<file path="config.mk">
export PLATFORM = sky130hd
export DESIGN_NAME = cpx_spc_ibuf_flat
export DESIGN_NICKNAME = d
export VERILOG_FILES = /design/src/rtl/cpx_spc_ibuf_pkg.sv /design/src/rtl/cpx_spc_ibuf_if.sv /design/src/rtl/cpx_spc_ibuf_fifo.sv /design/src/rtl/cpx_spc_ibuf.sv /design/src/flat_wrapper.sv
export SDC_FILE = /design/constraint.sdc
export NUM_CORES = 1
export LEC_CHECK = 0
export ABC_AREA = 1
export CAP_MARGIN = 5
export CORE_MARGIN = 4
export CORE_UTILIZATION = 62
export CTS_BUF_LIST = sky130_fd_sc_hd__clkbuf_8
export DETAILED_ROUTE_END_ITERATION = 10
export PLACE_DENSITY_LB_ADDON = 0.3
export RECOVER_POWER = 50
export SETUP_SLACK_MARGIN = 0.2
export SYNTH_ARGS = -nofsm -noshare
export SYNTH_HDL_FRONTEND = slang
export SYNTH_SLANG_ARGS = --single-unit
</file>
<file path="constraint.sdc">
create_clock -name rclk -period 18.59 [get_ports rclk]
set_input_delay 5.577 -clock rclk [delete_from_list [all_inputs] [get_ports rclk]]
set_output_delay 5.577 -clock rclk [all_outputs]
set_load 0.005 [all_outputs]
</file>
<file path="src/rtl/cpx_spc_ibuf_pkg.sv">
// CPX return-packet definitions shared by the SPARC core input buffer.
// Field positions mirror the iop.h CPX layout.
package cpx_spc_ibuf_pkg;

    localparam int CPX_WIDTH = 145;
    localparam int CPX_VLD   = 144;
    localparam int CPX_ATOM  = 129;

    typedef logic [CPX_WIDTH-1:0] cpx_pkt_t;

    typedef enum logic {
        ISSUE = 1'b0,
        ATOM2 = 1'b1
    } ibuf_st_e;

    function automatic logic is_atom(cpx_pkt_t p);
        return p[CPX_VLD] & p[CPX_ATOM];
    endfunction

endpackage

</file>
<file path="src/rtl/cpx_spc_ibuf_if.sv">
// Upstream NoC-decoder to CPX input buffer packet handshake.
// The buffer side is the slave; the decoder side is the master.
interface cpx_spc_ibuf_if;
    import cpx_spc_ibuf_pkg::*;

    logic     pkt_in_val;
    cpx_pkt_t pkt_in_data;
    logic     pkt_in_rdy;

    modport master (
        output pkt_in_val,
        output pkt_in_data,
        input  pkt_in_rdy
    );

    modport slave (
        input  pkt_in_val,
        input  pkt_in_data,
        output pkt_in_rdy
    );

endinterface

</file>
<file path="src/rtl/cpx_spc_ibuf_fifo.sv">
// Circular packet store for the CPX input buffer.
// Reports the head entry, whether a second entry exists, and occupancy.
module cpx_ibuf_fifo
    import cpx_spc_ibuf_pkg::*;
#(
    parameter  int DEPTH = 4,
    localparam int AW    = $clog2(DEPTH),
    localparam int CW    = AW + 1
) (
    input  logic          rclk,
    input  logic          reset,
    input  logic          push,
    input  cpx_pkt_t      push_data,
    input  logic          pop,
    output cpx_pkt_t      head,
    output logic          head_nxt_vld,
    output logic [CW-1:0] count
);

    cpx_pkt_t        mem [DEPTH];
    logic [AW-1:0]   rptr;
    logic [AW-1:0]   wptr;
    logic [CW-1:0]   push_inc;
    logic [CW-1:0]   pop_dec;

    assign push_inc = {{AW{1'b0}}, push};
    assign pop_dec  = {{AW{1'b0}}, pop};

    always_ff @(posedge rclk or posedge reset) begin
        if (reset) begin
            rptr  <= '0;
            wptr  <= '0;
            count <= '0;
        end else begin
            if (push) wptr <= wptr + 1'b1;
            if (pop)  rptr <= rptr + 1'b1;
            count <= count + push_inc - pop_dec;
        end
    end

    // Payload storage carries no reset; occupancy gates every read.
    always_ff @(posedge rclk) begin
        if (push) mem[wptr] <= push_data;
    end

    assign head         = mem[rptr];
    assign head_nxt_vld = (count > CW'(1));

endmodule

</file>
<file path="src/rtl/cpx_spc_ibuf.sv">
// CPX-to-SPARC input buffer: queues return packets and issues them
// to the core one per cycle, keeping atomic halves back to back.
module cpx_spc_ibuf
    import cpx_spc_ibuf_pkg::*;
#(
    parameter  int DEPTH = 4,
    localparam int CW    = $clog2(DEPTH) + 1
) (
    input  logic          rclk,
    input  logic          reset,
    cpx_spc_ibuf_if.slave pkt,
    output cpx_pkt_t      cpx_spc_data_cx2,
    output logic          cpx_spc_data_rdy_cx2,
    output logic [CW-1:0] ibuf_count
);

    ibuf_st_e state;
    ibuf_st_e state_nxt;
    cpx_pkt_t head;
    logic     head_nxt_vld;
    logic     push;
    logic     pop;
    logic     have_head;

    assign pkt.pkt_in_rdy = (ibuf_count < CW'(DEPTH));
    assign push           = pkt.pkt_in_val & pkt.pkt_in_rdy;
    assign have_head      = (ibuf_count != '0);

    cpx_ibuf_fifo #(
        .DEPTH (DEPTH)
    ) u_fifo (
        .rclk         (rclk),
        .reset        (reset),
        .push         (push),
        .push_data    (pkt.pkt_in_data),
        .pop          (pop),
        .head         (head),
        .head_nxt_vld (head_nxt_vld),
        .count        (ibuf_count)
    );

    always_ff @(posedge rclk or posedge reset) begin
        if (reset) state <= ISSUE;
        else       state <= state_nxt;
    end

    // An atomic head waits until its partner is queued behind it.
    always_comb begin
        state_nxt = state;
        pop       = 1'b0;
        unique case (1'b1)
            (state == ATOM2): begin
                pop       = 1'b1;
                state_nxt = ISSUE;
            end
            (state == ISSUE): begin
                if (have_head && !is_atom(head)) begin
                    pop = 1'b1;
                end else if (have_head && head_nxt_vld) begin
                    pop       = 1'b1;
                    state_nxt = ATOM2;
                end
            end
        endcase
    end

    // Issue decodes only flopped state, so no input reaches the core directly.
    assign cpx_spc_data_rdy_cx2 = pop;
    assign cpx_spc_data_cx2     = pop ? head : '0;

endmodule
</file>
<file path="src/flat_wrapper.sv">
// flat-port wrapper written by rule: the top's interface ports become plain ports
module cpx_spc_ibuf_flat import cpx_spc_ibuf_pkg::*;
#(
    parameter  int DEPTH = 4,
    localparam int CW    = $clog2(DEPTH) + 1
)
  (rclk, reset, cpx_spc_data_cx2, cpx_spc_data_rdy_cx2, ibuf_count, pkt_pkt_in_val, pkt_pkt_in_data, pkt_pkt_in_rdy);
  cpx_spc_ibuf_if pkt_i ();
  input  logic rclk;
  input  logic reset;
  output cpx_pkt_t cpx_spc_data_cx2;
  output logic cpx_spc_data_rdy_cx2;
  output logic [CW-1:0] ibuf_count;
  input wire logic [$bits(pkt_i.pkt_in_val)-1:0] pkt_pkt_in_val;
  input wire logic [$bits(pkt_i.pkt_in_data)-1:0] pkt_pkt_in_data;
  output wire logic [$bits(pkt_i.pkt_in_rdy)-1:0] pkt_pkt_in_rdy;
  assign pkt_i.pkt_in_val = pkt_pkt_in_val;
  assign pkt_i.pkt_in_data = pkt_pkt_in_data;
  assign pkt_pkt_in_rdy = pkt_i.pkt_in_rdy;
  cpx_spc_ibuf #(.DEPTH(DEPTH)) u_core (.rclk(rclk), .reset(reset), .pkt(pkt_i), .cpx_spc_data_cx2(cpx_spc_data_cx2), .cpx_spc_data_rdy_cx2(cpx_spc_data_rdy_cx2), .ibuf_count(ibuf_count));
endmodule
</file>
Word-level counts from Yosys, hierarchy flattened
Memory sizes are Yosys's and may differ from the RTL's.
Index checks and enable logic that the tools add are counted.
Widths: inputs -> output; s select.
{"block": "word_totals", "ff_bits": 8, "ram_bits": 580, "in_bits": 148, "out_inout_bits": 150, "wordCells": 26, "memories": 1}
{"block": "classes", "n_addsub": 4, "order_cmp": 2, "mux": 8, "bitwise_logic": 3, "n_reduce_logical": 4}
{"memory": "u_core.u_fifo.mem", "words": 4, "width": 145, "read_ports": 1, "rd_clocked_by_memory_dff": 0, "wr": 1, "line_no": "cpx_spc_ibuf_fifo.sv:20", "text": "cpx_pkt_t mem [DEPTH];"}
{"operator": "$mux 145", "count": 1}
{"operator": "$mux 1", "count": 5}
{"operator": "$add 2x1->2 const B", "count": 2}
{"operator": "$pmux 1 s2", "count": 2}
{"operator": "$add 3x1->3", "count": 1}
{"operator": "$gt 3x1->1 const B", "count": 1}
{"operator": "$lt 3x3->1 const B", "count": 1}
{"operator": "$reduce_bool 3->1", "count": 1}
{"operator": "$sub 3x1->3", "count": 1}
{"operator": "$and 1x1->1", "count": 2}
{"operator": "$logic_and 1x1->1", "count": 2}
{"operator": "$logic_not 1->1", "count": 1}
{"operator": "$not 1->1", "count": 1}

Depth between registers and ports, before layout
Gate-level depths: netlist (run 1).
An unclocked memory read counts as a cell.
{"block": "logic_depth", "depth_word": 7, "ltp_mapped": 15, "depth_no_buf": 13}

By module
A second synthesis (run 1) with hierarchy kept.
{"block": "hier_totals", "hier_cells": 2650, "hier_area_um2": 26306.5}
{"module": "cpx_ibuf_fifo", "n_inst": 1, "cells_each": 2315, "area_per_inst_um2": 24677.4}
{"module": "cpx_spc_ibuf", "n_inst": 1, "cells_each": 335, "area_per_inst_um2": 1629.1}

Worst setup path before layout (run 1)
Ideal clock, no wire load.
{"block": "synth_path", "path_type": "in2reg", "start": "input pkt_pkt_in_val", "end": "memory u_core.u_fifo.mem[0][0] (netlist bit), enable pin", "setup_time_ns": 0.652, "t_arrival_ns": 11.780, "required_time_ns": 17.938, "slack_ns": 6.158, "cell_stages": 2, "path_buffers": 0, "path_cell_list": "nand2_1 > nor2_1"}
{"block": "synth_via", "elab_chain_len": 3}
{"item": "from (decl)", "line_no": "flat_wrapper.sv:14", "text": "input wire logic [$bits(pkt_i.pkt_in_val)-1:0] pkt_pkt_in_val;"}
{"item": "$and 1x1->1", "line_no": "cpx_spc_ibuf.sv:26", "text": "assign push = pkt.pkt_in_val & pkt.pkt_in_rdy;"}
{"item": "$mux 1", "line_no": "cpx_spc_ibuf_fifo.sv:43", "text": "if (push) mem[wptr] <= push_data;"}
{"item": "$mux 1 (not written as such)", "line_no": "cpx_spc_ibuf_fifo.sv:43"}
{"item": "to (decl)", "line_no": "cpx_spc_ibuf_fifo.sv:20"}
No other way between the ends.

Worst setup path in the final report (run 1)
{"block": "layout_path", "start": "register u_core.u_fifo.rptr[0]", "end": "output cpx_spc_data_cx2[72]"}
{"block": "layout_via", "elab_chain_len": 7}
{"item": "from (decl)", "line_no": "cpx_spc_ibuf_fifo.sv:21", "text": "logic [AW-1:0] rptr;"}
{"item": "from (signal assigned)", "line_no": "cpx_spc_ibuf_fifo.sv:36", "text": "if (pop) rptr <= rptr + 1'b1;"}
{"item": "$mem_v2 4x145 (*)"}
{"item": "$and 1x1->1", "line_no": "cpx_spc_ibuf_pkg.sv:17", "text": "return p[CPX_VLD] & p[CPX_ATOM];"}
{"item": "$logic_not 1->1", "line_no": "cpx_spc_ibuf.sv:57", "text": "if (have_head && !is_atom(head)) begin"}
{"item": "$logic_and 1x1->1", "line_no": "cpx_spc_ibuf.sv:57"}
{"item": "$mux 1", "line_no": "cpx_spc_ibuf.sv:57"}
{"item": "$pmux 1 s2", "line_no": "cpx_spc_ibuf.sv:51", "text": "unique case (1'b1)"}
{"item": "$mux 145 (*)", "line_no": "cpx_spc_ibuf.sv:69", "text": "assign cpx_spc_data_cx2 = pop ? head : '0;"}
{"item": "to (decl)", "line_no": "flat_wrapper.sv:11", "text": "output cpx_pkt_t cpx_spc_data_cx2;"}
Every way passes the cells marked *; elsewhere a longest branch is shown, timed or not.

==> reports/results.tsv, run 1 <==
metric	value	unit
leakagePower	9.341	nW
totalWireLength	52530	µm
start_util	63.05	%
syn_to_final_growth	20.87	%
grt_pass1_wl	80190	µm
gp_congestion	0.7554	
nets	2087	
p_per_area	168.6	nW/µm²
arrival	8120	ps
intPower	0.003073	W
detail_route.iter0.violations	1265	
netlist_area	23140	µm²
drive_gt1_share	7.150	%
worst-setup-path-type	reg2out	
yosys.area.top_type	edfxtp_1	
pin_count	298	
fin_worst_skew	25.06	ps
finalSetupViolCount	0	
rows	70	
cts_sinks	588	
period_needed	13700	ps
place_inst	2306	
rsz0062_at_grt	false	
crit_family	buffers and inverters	
fill_cells	2118	
ys_seq_area_share	76.14	%
yosysUniqueCellTypes	22	
io_buffers	297	
violations	max-capacitance violations, max-slew violations	
switchingPower	0.001642	W
vias	14779	
fin_cells	2486	
drtAntennaViolNets	0	
netSwitchingFraction	34.83	%
wire_per_inst	21.13	µm
cpPeakStageDelay	2360	ps
holdWs	483.1	ps
cts_buffers	90	
via_per_inst	5.945	
synth_top_area_share	75.28	%
cap_violations	4	
path_common_cell	nand2_1	
grt_max_degree	212	
cp_num_buf_inv	4	
max_slew_margin	-118.0	%
post_cts_buffers	0	
path_max_fanout	211	
cts_resized	0	
clkTransAtPathRegs	60	ps
synthCells	1646	
dieWidth	201.2	µm
synth_area_leaders	edfxtp_1 (75%), o21ai_0 (6.2%), nor2_1 (4.8%), o22ai_1 (3.9%), a21boi_1 (3.5%)	
worstMarginPinSlew	3269	ps
cts_tree	yes	
pwr-share-seq	36.6	%
fp.dieArea	40470	µm²
grt_pass1_vias	14578	
required	13010	ps
power_frac_clock	21.0	%
period_share	73.70	%
fin_tns_setup	0	ps
synth_nets	1803	
max_freq	72.98	MHz
syn-mean-instance-area	14.06	µm²
cp-start-kind	flop	
worstHoldPathType	reg2reg	
endpoint_kind	output port	
yosys_warnings	0	
first_pass_iters	5	
p_comb_share	42.4	%
crit_path_cell_trace	inv_8 -> clkbuf_1 -> nand2_1 -> nand3_1 -> nand2_1 -> nand2_2 -> nand2_1 -> buf_4 -> a21boi_1 -> clkdlybuf4s50_1	
ir_drop	147.5	µV
holdBufCountCts	0	
drc	0	
clockRootBuffer	clkbuf_8	
synth-seq-cells	588	
cts_htree_levels	3	
cp_slowest_cell	clkbuf_1	
core_area	36700	µm²
cts_buffer_depth	3	
antenna_found_initial	33	
chipHeight	201.2	µm
grt_util_all_layers	25.21	%
grt.overflow.total	0	
clkLatencyLatePin	630	ps
hold_viol	0	
slew_violations	234	
status	finished, violations left	
post-dp-hpwl	29650	µm
[layout make-up]
cell class / instances / area, µm² / share of cell area [%]
Multi-Input combinational cell: 909 / 4826 / 17.26
Antenna cell: 18 / 45.04 / 0.1611
Inverter: 22 / 92.59 / 0.3311
Sequential cell: 588 / 17620 / 63.02
Clock buffer: 94 / 1294 / 4.626
Timing Repair Buffer: 319 / 3127 / 11.18
Clock inverter: 68 / 372.9 / 1.333
Tap cell: 468 / 585.6 / 2.094
[per-stage QoR]
| step | setup slack (ps) | total power, W | area [µm²] | utilization (%) |
|---|---|---|---|---|
| 2_1_floorplan | 6158 | 0.002864 | 23140 | - |
| 3_3_place_gp | 8788 | 0.003693 | 26270 | 71.60 |
| 3_5_place_dp | 8590 | 0.003762 | 26270 | 71.60 |
| 4_1_cts | 7888 | 0.004750 | 27940 | 76.14 |
| 5_1_grt | 4120 | 0.004986 | 27950 | 76.17 |
| 6_report | 4888 | 0.004715 | 27970 | 76.21 |
[placed cells by master (no fill, tap or decap)]
cell             netlist  layout
a21boi_0              38      38
a21boi_1             107     107
a21oi_1                1       1
a22oi_1                1       1
buf_4                  5      19
bufinv_16              0       3
clkbuf_1              65       3
clkbuf_8               0      94
clkdlybuf4s50_1        0     150
clkinv_1               0      17
clkinv_2               0       9
clkinvlp_4             0       6
dfrtp_1                8       6
dfrtp_4                0       2
diode_2                0      18
dlygate4sd3_1          0     147
edfxtp_1             580     580
fa_1                   1       1
ha_1                   8       8
inv_1                 19      51
inv_2                  3       1
inv_4                  0       1
inv_6                  0       1
inv_8                  0       1
nand2_1               19      20
nand2_2                1       1
nand3_1                6       6
nor2_1               294     289
nor2_4                 0       5
o21ai_0              286     286
o22ai_1              143     143
xor2_1                 3       3
[synthesized netlist by cell type]
cell type / instances
a22oi_1: 1
buf_4: 5
inv_2: 3
a21oi_1: 1
nand3_1: 6
inv_1: 19
ha_1: 8
edfxtp_1: 580
buf_2: 45
a21boi_1: 107
buf_6: 12
o22ai_1: 143
fa_1: 1
nand2_1: 19
nand2_2: 1
dfrtp_1: 8
xor2_1: 3
o21ai_0: 286
clkbuf_1: 65
nand2_4: 1
a21boi_0: 38
nor2_1: 294
[state kept, by name, summed over array words and instances, names as in the netlist]
name,flops
u_core.u_fifo.wptr,2
u_core.u_fifo.count,3
u_core.u_fifo.rptr,2
u_core.state,1
u_core.u_fifo.mem,580
[per-layer routing]
layer,vias up,wire (µm),GRT usage (%)
met5,-,191,0
met4,32,1307,9.546
met3,120,4649,7.027
met2,622,25470,39.82
met1,7212,20900,34.09
li1,6793,-,-
[power by group through the flow]
stage / logic (W) / clock network (W) / registers (W)
finish: 0.00200 / 0.000990 / 0.00173
global route: 0.00218 / 0.00107 / 0.00174
floorplan: 0.00110 / 0 / 0.00176
CTS: 0.00202 / 0.00100 / 0.00173
detailed placement: 0.00201 / 0 / 0.00175
global placement: 0.00195 / 0 / 0.00174
[path summary, 6_finish.rpt]
check                                                  start                           endpoint  slack, ps  cells after the start
max                        u_core.u_fifo.rptr[0]$_DFFE_PP0P_               cpx_spc_data_cx2[72]       4890                     10
min in group asynchronous                              reset   u_core.u_fifo.count[2]$_DFF_PP0_       5340                      2
min reg2reg                           u_core.state$_DFF_PP0_             u_core.state$_DFF_PP0_        480                      1
min                                   u_core.state$_DFF_PP0_             u_core.state$_DFF_PP0_        480                      1
max in group asynchronous                              reset  u_core.u_fifo.rptr[0]$_DFFE_PP0P_      12940                      2
max reg2reg                u_core.u_fifo.rptr[0]$_DFFE_PP0P_   u_core.u_fifo.count[2]$_DFF_PP0_      10780                     14
[cell families (layout without fill, tap and decap cells)]
kind of cell | count (synthesis) | in the layout | share of synthesized area [%]
DFF | 588 | 588 | 76.14
AOI/OAI and AO/OA | 576 | 576 | 14.81
and+or+nand+nor | 321 | 321 | 5.283
buffers and inverters | 149 | 503 | 3.131
adders and majority gates | 9 | 9 | 0.5192
xor gates and xnor gates | 3 | 3 | 0.1136
other | 0 | 18 | 0
Note: power is estimated with default switching activity, not from simulation.
==> inputs of run 2 (changes only) <==
CORE_UTILIZATION = 57   (was 62)
clock period = 13.7 ns   (was 18.59 ns; I/O delays follow)
==> run 2 against run 1 <==
  * The flow still finishes with violations (max-capacitance violations, max-slew violations)
  * Final cell count grew 2.1%
  * Worst hold slack gained 1.1 ps
  * Global-route usage shrank 2.0 points
  * Register-to-register slack lost 2200 ps
  * Worst setup slack lost 1100 ps
  * Die area grew 8.4%
  * Clock skew shrank 6.2 ps
  * Sequential power grew 38%
  * Core utilization shrank 6.3 points
  * Non-clock buffer count shrank 5
  * Clock-buffer cell count shrank 3
  * Largest cell class unchanged
  * Largest power group unchanged
  * Highest routed layer unchanged
==> reports/results.tsv, run 2 (same netlist as run 1, synthesis figures left out) <==
metric	value	unit
status	finished, violations left	
violations	max-capacitance violations, max-slew violations	
cts_sinks	588	
period_needed	9872	ps
crit_end	cpx_spc_data_cx2[23]	
fin_cells	2538	
crit_start	u_core.u_fifo.rptr[1]$_DFFE_PP0P_	
slew_violations	176	
clkLatencyLatePin	630	ps
multi_input_area	4811	µm²
p_per_area	226.4	nW/µm²
rsz0062_at_grt	false	
leakagePower	9.283	nW
post_cts_buffers	0	
post-dp-hpwl	29210	µm
chipHeight	209.5	µm
worstHoldPathType	reg2reg	
ir_drop	141.8	µV
period_share	72.06	%
gp_congestion	0.7807	
worst-setup-path-type	reg2out	
required	9590	ps
wire_per_inst	20.65	µm
pwr-share-seq	37.7	%
clockRootBuffer	clkbuf_8	
rr_endpoint	u_core.u_fifo.count[2]$_DFF_PP0_	
power_frac_clock	20.2	%
fin_area	27900	µm²
holdBufCountCts	0	
vias	14688	
drc	0	
core_area	39910	µm²
utilization	69.90	%
detail_route.iter0.violations	1206	
arrival	5760	ps
p_comb_share	42.1	%
drive_gt1_share	6.360	%
fill_cells	2671	
switchingPower	0.002210	W
cts_buffer_depth	3	
place_inst	2358	
place_area	26310	µm²
fin_worst_skew	18.85	ps
finalSetupViolCount	0	
cts_htree_levels	3	
start_util	57.97	%
io_buffers	297	
drtAntennaViolNets	0	
largest_reg_flops	580	
via_per_inst	5.787	
final_common_cell	edfxtp_1	
holdWs	484.2	ps
antenna_found_initial	23	
totalWireLength	52410	µm
cap_violations	4	
rows	73	
r2r_slack	8560	ps
intPower	0.004106	W
pin_count	298	
final_cell_mix	edfxtp_1 (580), nor2_1 (291), o21ai_0 (286)	
nets	2083	
clkTransAtPathRegs	60	ps
hold_viol	0	
dieWidth	209.5	µm
reg2regPathDepth	12	
grt.overflow.total	0	
fp.dieArea	43880	µm²
top_register	u_core.u_fifo.mem	
endpoint_kind	output port	
grt_max_degree	197	
first_pass_iters	7	
max_slew_margin	-137.3	%
top_regs	u_core.u_fifo.mem x580, u_core.u_fifo.count x3	
max_freq	101.3	MHz
worstMarginPinSlew	3559	ps
cts_buffers	91	
fin_tns_setup	0	ps
ff_latch_area	17620	µm²
cp-start-kind	flop	
grt_pass1_wl	80260	µm
path_max_fanout	94	
netSwitchingFraction	34.99	%
syn_to_final_growth	20.59	%
cts_resized	0	
grt_util_all_layers	23.16	%
cts_tree	yes	
grt_pass1_vias	14533	
r2r-start	u_core.u_fifo.rptr[1]$_DFFE_PP0P_	
==> run 2: power by group through the flow <==
stage	clock, W	combinational (W)	sequential, W
2_1_floorplan	0	0.00149	0.00239
3_3_place_gp	0	0.00263	0.00240
3_5_place_dp	0	0.00269	0.00242
4_1_cts	0.00130	0.00271	0.00238
5_1_grt	0.00139	0.00291	0.00241
6_report	0.00127	0.00266	0.00238
==> run 2: area by class of cell <==
cell class	count	share of cell area, %
flip-flops and latches	588	63.17
clock buffers	91	4.489
clock inverters	73	1.188
inverters	22	0.3318
repair buffers	314	11.09
well taps	525	2.354
multi-input cells	909	17.24
diodes	16	0.1435
==> run 2: per-stage QoR <==
step | total power [W] | setup WS [ps]
floorplan | 0.003886 | 2735
global placement | 0.005031 | 5554
detailed placement | 0.005109 | 5417
CTS | 0.006391 | 4698
global route | 0.006701 | 3435
finish | 0.006316 | 3828
==> run 2: per-layer routing <==
| metal | part of all wire [%] | up-vias | GRT usage, % |
|---|---|---|---|
| met1 | 41 | 7273 | 30.95 |
| met5 | 0.22 | - | 0 |
| met2 | 49 | 515 | 37.77 |
| met4 | 2.0 | 18 | 7.471 |
| li1 | - | 6789 | - |
| met3 | 7.9 | 93 | 6.039 |
==> run 2: worst min path at each step <==
stage | start | slack (ps) | depth (start not counted) | end
2_1_floorplan | u_core.state$_DFF_PP0_ | 400 | 1 | u_core.state$_DFF_PP0_
3_3_place_gp | u_core.state$_DFF_PP0_ | 470 | 1 | u_core.state$_DFF_PP0_
3_5_place_dp | u_core.state$_DFF_PP0_ | 480 | 1 | u_core.state$_DFF_PP0_
4_1_cts | u_core.state$_DFF_PP0_ | 480 | 1 | u_core.state$_DFF_PP0_
5_1_grt | u_core.state$_DFF_PP0_ | 500 | 1 | u_core.state$_DFF_PP0_
6_report | u_core.state$_DFF_PP0_ | 480 | 1 | u_core.state$_DFF_PP0_
==> run 2: critical path, stage by stage, from the launching register on <==
cell	delay (ps)
dfrtp_4	790
inv_4	830
nand3_1	160
nand2_1	130
nand2_2	50
nand2_1	1370
buf_4	850
a21boi_0	240
clkdlybuf4s50_1	510
==> inputs of run 3 (changes only) <==
CORE_UTILIZATION = 52   (was 57)
clock period = 8.15 ns   (was 13.7 ns; I/O delays follow)
==> run 3 against run 2 <==
  * The flow still finishes with violations (max-capacitance violations, max-slew violations)
  * Worst setup slack got worse by 2500 ps
  * Register-to-register slack worse by 4500 ps
  * Core utilization decreased by 6.1 points
  * Power increased by 71%
  * Sequential power grew 68%
  * Final cell count is 2.8% higher
  * Critical endpoint is now cpx_spc_data_cx2[20]
==> reports/results.tsv, run 3 (same netlist as run 1, synthesis figures left out) <==
metric	value	unit
intPower	0.007027	W
hold_end	u_core.state$_DFF_PP0_	
vias	14703	
netSwitchingFraction	35.02	%
largest_reg_flops	580	
wire_per_inst	20.81	µm
final_cell_mix	edfxtp_1 (580), nor2_1 (291), o21ai_0 (286)	
crit_family	buffers and inverters	
grt_max_degree	108	
post-dp-hpwl	29730	µm
cp-start-kind	flop	
worst-setup-path-type	reg2out	
drive_gt1_share	6.957	%
ir_drop	231.8	µV
cp_slowest_cell	dfrtp_4	
hold_viol	0	
post_cts_buffers	0	
clockRootBuffer	clkbuf_8	
chipHeight	218.9	µm
endpoint_kind	output port	
max_freq	146.9	MHz
crit_cells	9	
period_needed	6807	ps
start_util	52.44	%
p_comb_share	42.2	%
r2r_slack	4090	ps
max_slew_margin	-32.50	%
fin_cells	2610	
final_common_cell	edfxtp_1	
core_area	44120	µm²
cts_tree	yes	
first_pass_iters	5	
cts_resized	0	
via_per_inst	5.633	
grt_pass1_wl	81900	µm
gp_congestion	0.7431	
p_per_area	384.4	nW/µm²
cts_buffers	93	
cts_htree_levels	3	
violations	max-capacitance violations, max-slew violations	
cpPeakStageDelay	880	ps
worstHoldPathType	reg2reg	
period_share	83.53	%
utilization	63.76	%
totalWireLength	54330	µm
slew_violations	81	
crit_path_cell_trace	inv_8 -> nand2_1 -> nand3_1 -> nand2_1 -> nand2_2 -> nand2_4 -> buf_4 -> a21boi_0 -> clkdlybuf4s50_1	
holdBufCountCts	0	
pin_count	298	
pwr-share-seq	36.9	%
top_register	u_core.u_fifo.mem	
rr_endpoint	u_core.u_fifo.count[2]$_DFF_PP0_	
finalSetupViolCount	0	
fin_worst_skew	19.61	ps
reg2regPathDepth	13	
status	finished, violations left	
io_buffers	297	
top_regs	u_core.u_fifo.mem x580, u_core.u_fifo.count x3	
leakagePower	9.337	nW
required	5710	ps
syn_to_final_growth	21.60	%
power_frac_clock	20.9	%
fp.dieArea	47930	µm²
cts_buffer_depth	3	
dieWidth	218.9	µm
grt.overflow.total	0	
drc	0	
path_common_cell	nand2_1	
hold_depth	1	
grt_util_all_layers	22.13	%
nets	2091	
clkTransAtPathRegs	60	ps
drtAntennaViolNets	0	
clkLatencyLatePin	630	ps
grt_pass1_vias	14546	
cap_violations	3	
path_max_fanout	107	
arrival	4360	ps
fin_tns_setup	0	ps
min-delay-start	u_core.state$_DFF_PP0_	
detail_route.iter0.violations	1386	
rsz0062_at_grt	false	
r2r-start	u_core.u_fifo.rptr[0]$_DFFE_PP0P_	
worstMarginPinSlew	1980	ps
place_inst	2431	
antenna_found_initial	33	
cts_sinks	588	
cp_num_buf_inv	3	
rows	77	
switchingPower	0.003787	W
run 3: changes by cell type in the layout (fill, tap and decap cells not counted), sizes merged, moves of 2 or more:
cell	change
clkinvlp	-3
bufinv	+2
inv	-11
diode	+4
buf	+6
clkbuf	+6
run 3: layout make-up:
| class | instances | area [µm²] |
|---|---|---|
| diodes | 20 | 50.05 |
| clock buffers | 97 | 1335 |
| clock inverters | 62 | 324.1 |
| fillers | 3300 | 15990 |
| inverters | 22 | 92.59 |
| multi-input cells | 909 | 4818 |
| flip-flops and latches | 588 | 17620 |
| well taps | 592 | 740.7 |
| repair buffers | 320 | 3151 |
run 3: worst reg2reg max path, stage by stage (launching register included):
cell and delay (ps):
dfrtp_4 880, inv_8 400, nand2_1 240, nand3_1 70
nand2_1 140, nand2_2 80, nand2_4 680, nand2_1 300
ha_1 370, inv_1 50, ha_1 120, inv_1 50
fa_1 400, xor2_1 170
run 3: power groups by stage:
stage          Clock [W]  Combinational, W  Sequential (W)
6_report         0.00226           0.00457         0.00399
5_1_grt          0.00246           0.00502         0.00403
4_1_cts          0.00231           0.00466         0.00399
3_5_place_dp           0           0.00463         0.00405
3_3_place_gp           0           0.00457         0.00403
2_1_floorplan          0           0.00251         0.00402
run 3: how the worst max path moves through the flow:
stage | to | from
2_1_floorplan | u_core.u_fifo.mem[0][0]$_DFFE_PP_ | pkt_pkt_in_val
3_3_place_gp | cpx_spc_data_cx2[23] | u_core.u_fifo.rptr[1]$_DFFE_PP0P_
3_5_place_dp | cpx_spc_data_cx2[26] | u_core.u_fifo.rptr[1]$_DFFE_PP0P_
4_1_cts | cpx_spc_data_cx2[20] | u_core.u_fifo.rptr[0]$_DFFE_PP0P_
5_1_grt | cpx_spc_data_cx2[20] | u_core.u_fifo.rptr[0]$_DFFE_PP0P_
6_report | cpx_spc_data_cx2[20] | u_core.u_fifo.rptr[0]$_DFFE_PP0P_
run 3: metrics by stage:
step | total power [W] | cell area, µm² | worst slack [ps] | hold slack (ps)
after floorplan | 0.006532 | 23140 | -1150 | 400.8
after global placement | 0.008598 | 26450 | 1939 | 469.8
after detailed placement | 0.008681 | 26450 | 1963 | 487.2
after CTS | 0.01096 | 28110 | 1266 | 496.8
after global routing | 0.01151 | 28110 | 1021 | 514.5
final | 0.01081 | 28140 | 1343 | 501.1
run 3: per-layer routing:
metal / global-route usage [%] / routed length [µm] / part of all wire, % / up-vias
li1: - / - / - / 6796
met1: 29.30 / 22170 / 41 / 7254
met2: 35.59 / 26090 / 48 / 519
met3: 6.453 / 4746 / 8.7 / 104
met4: 7.352 / 1133 / 2.1 / 30
met5: 0 / 184 / 0.34 / -
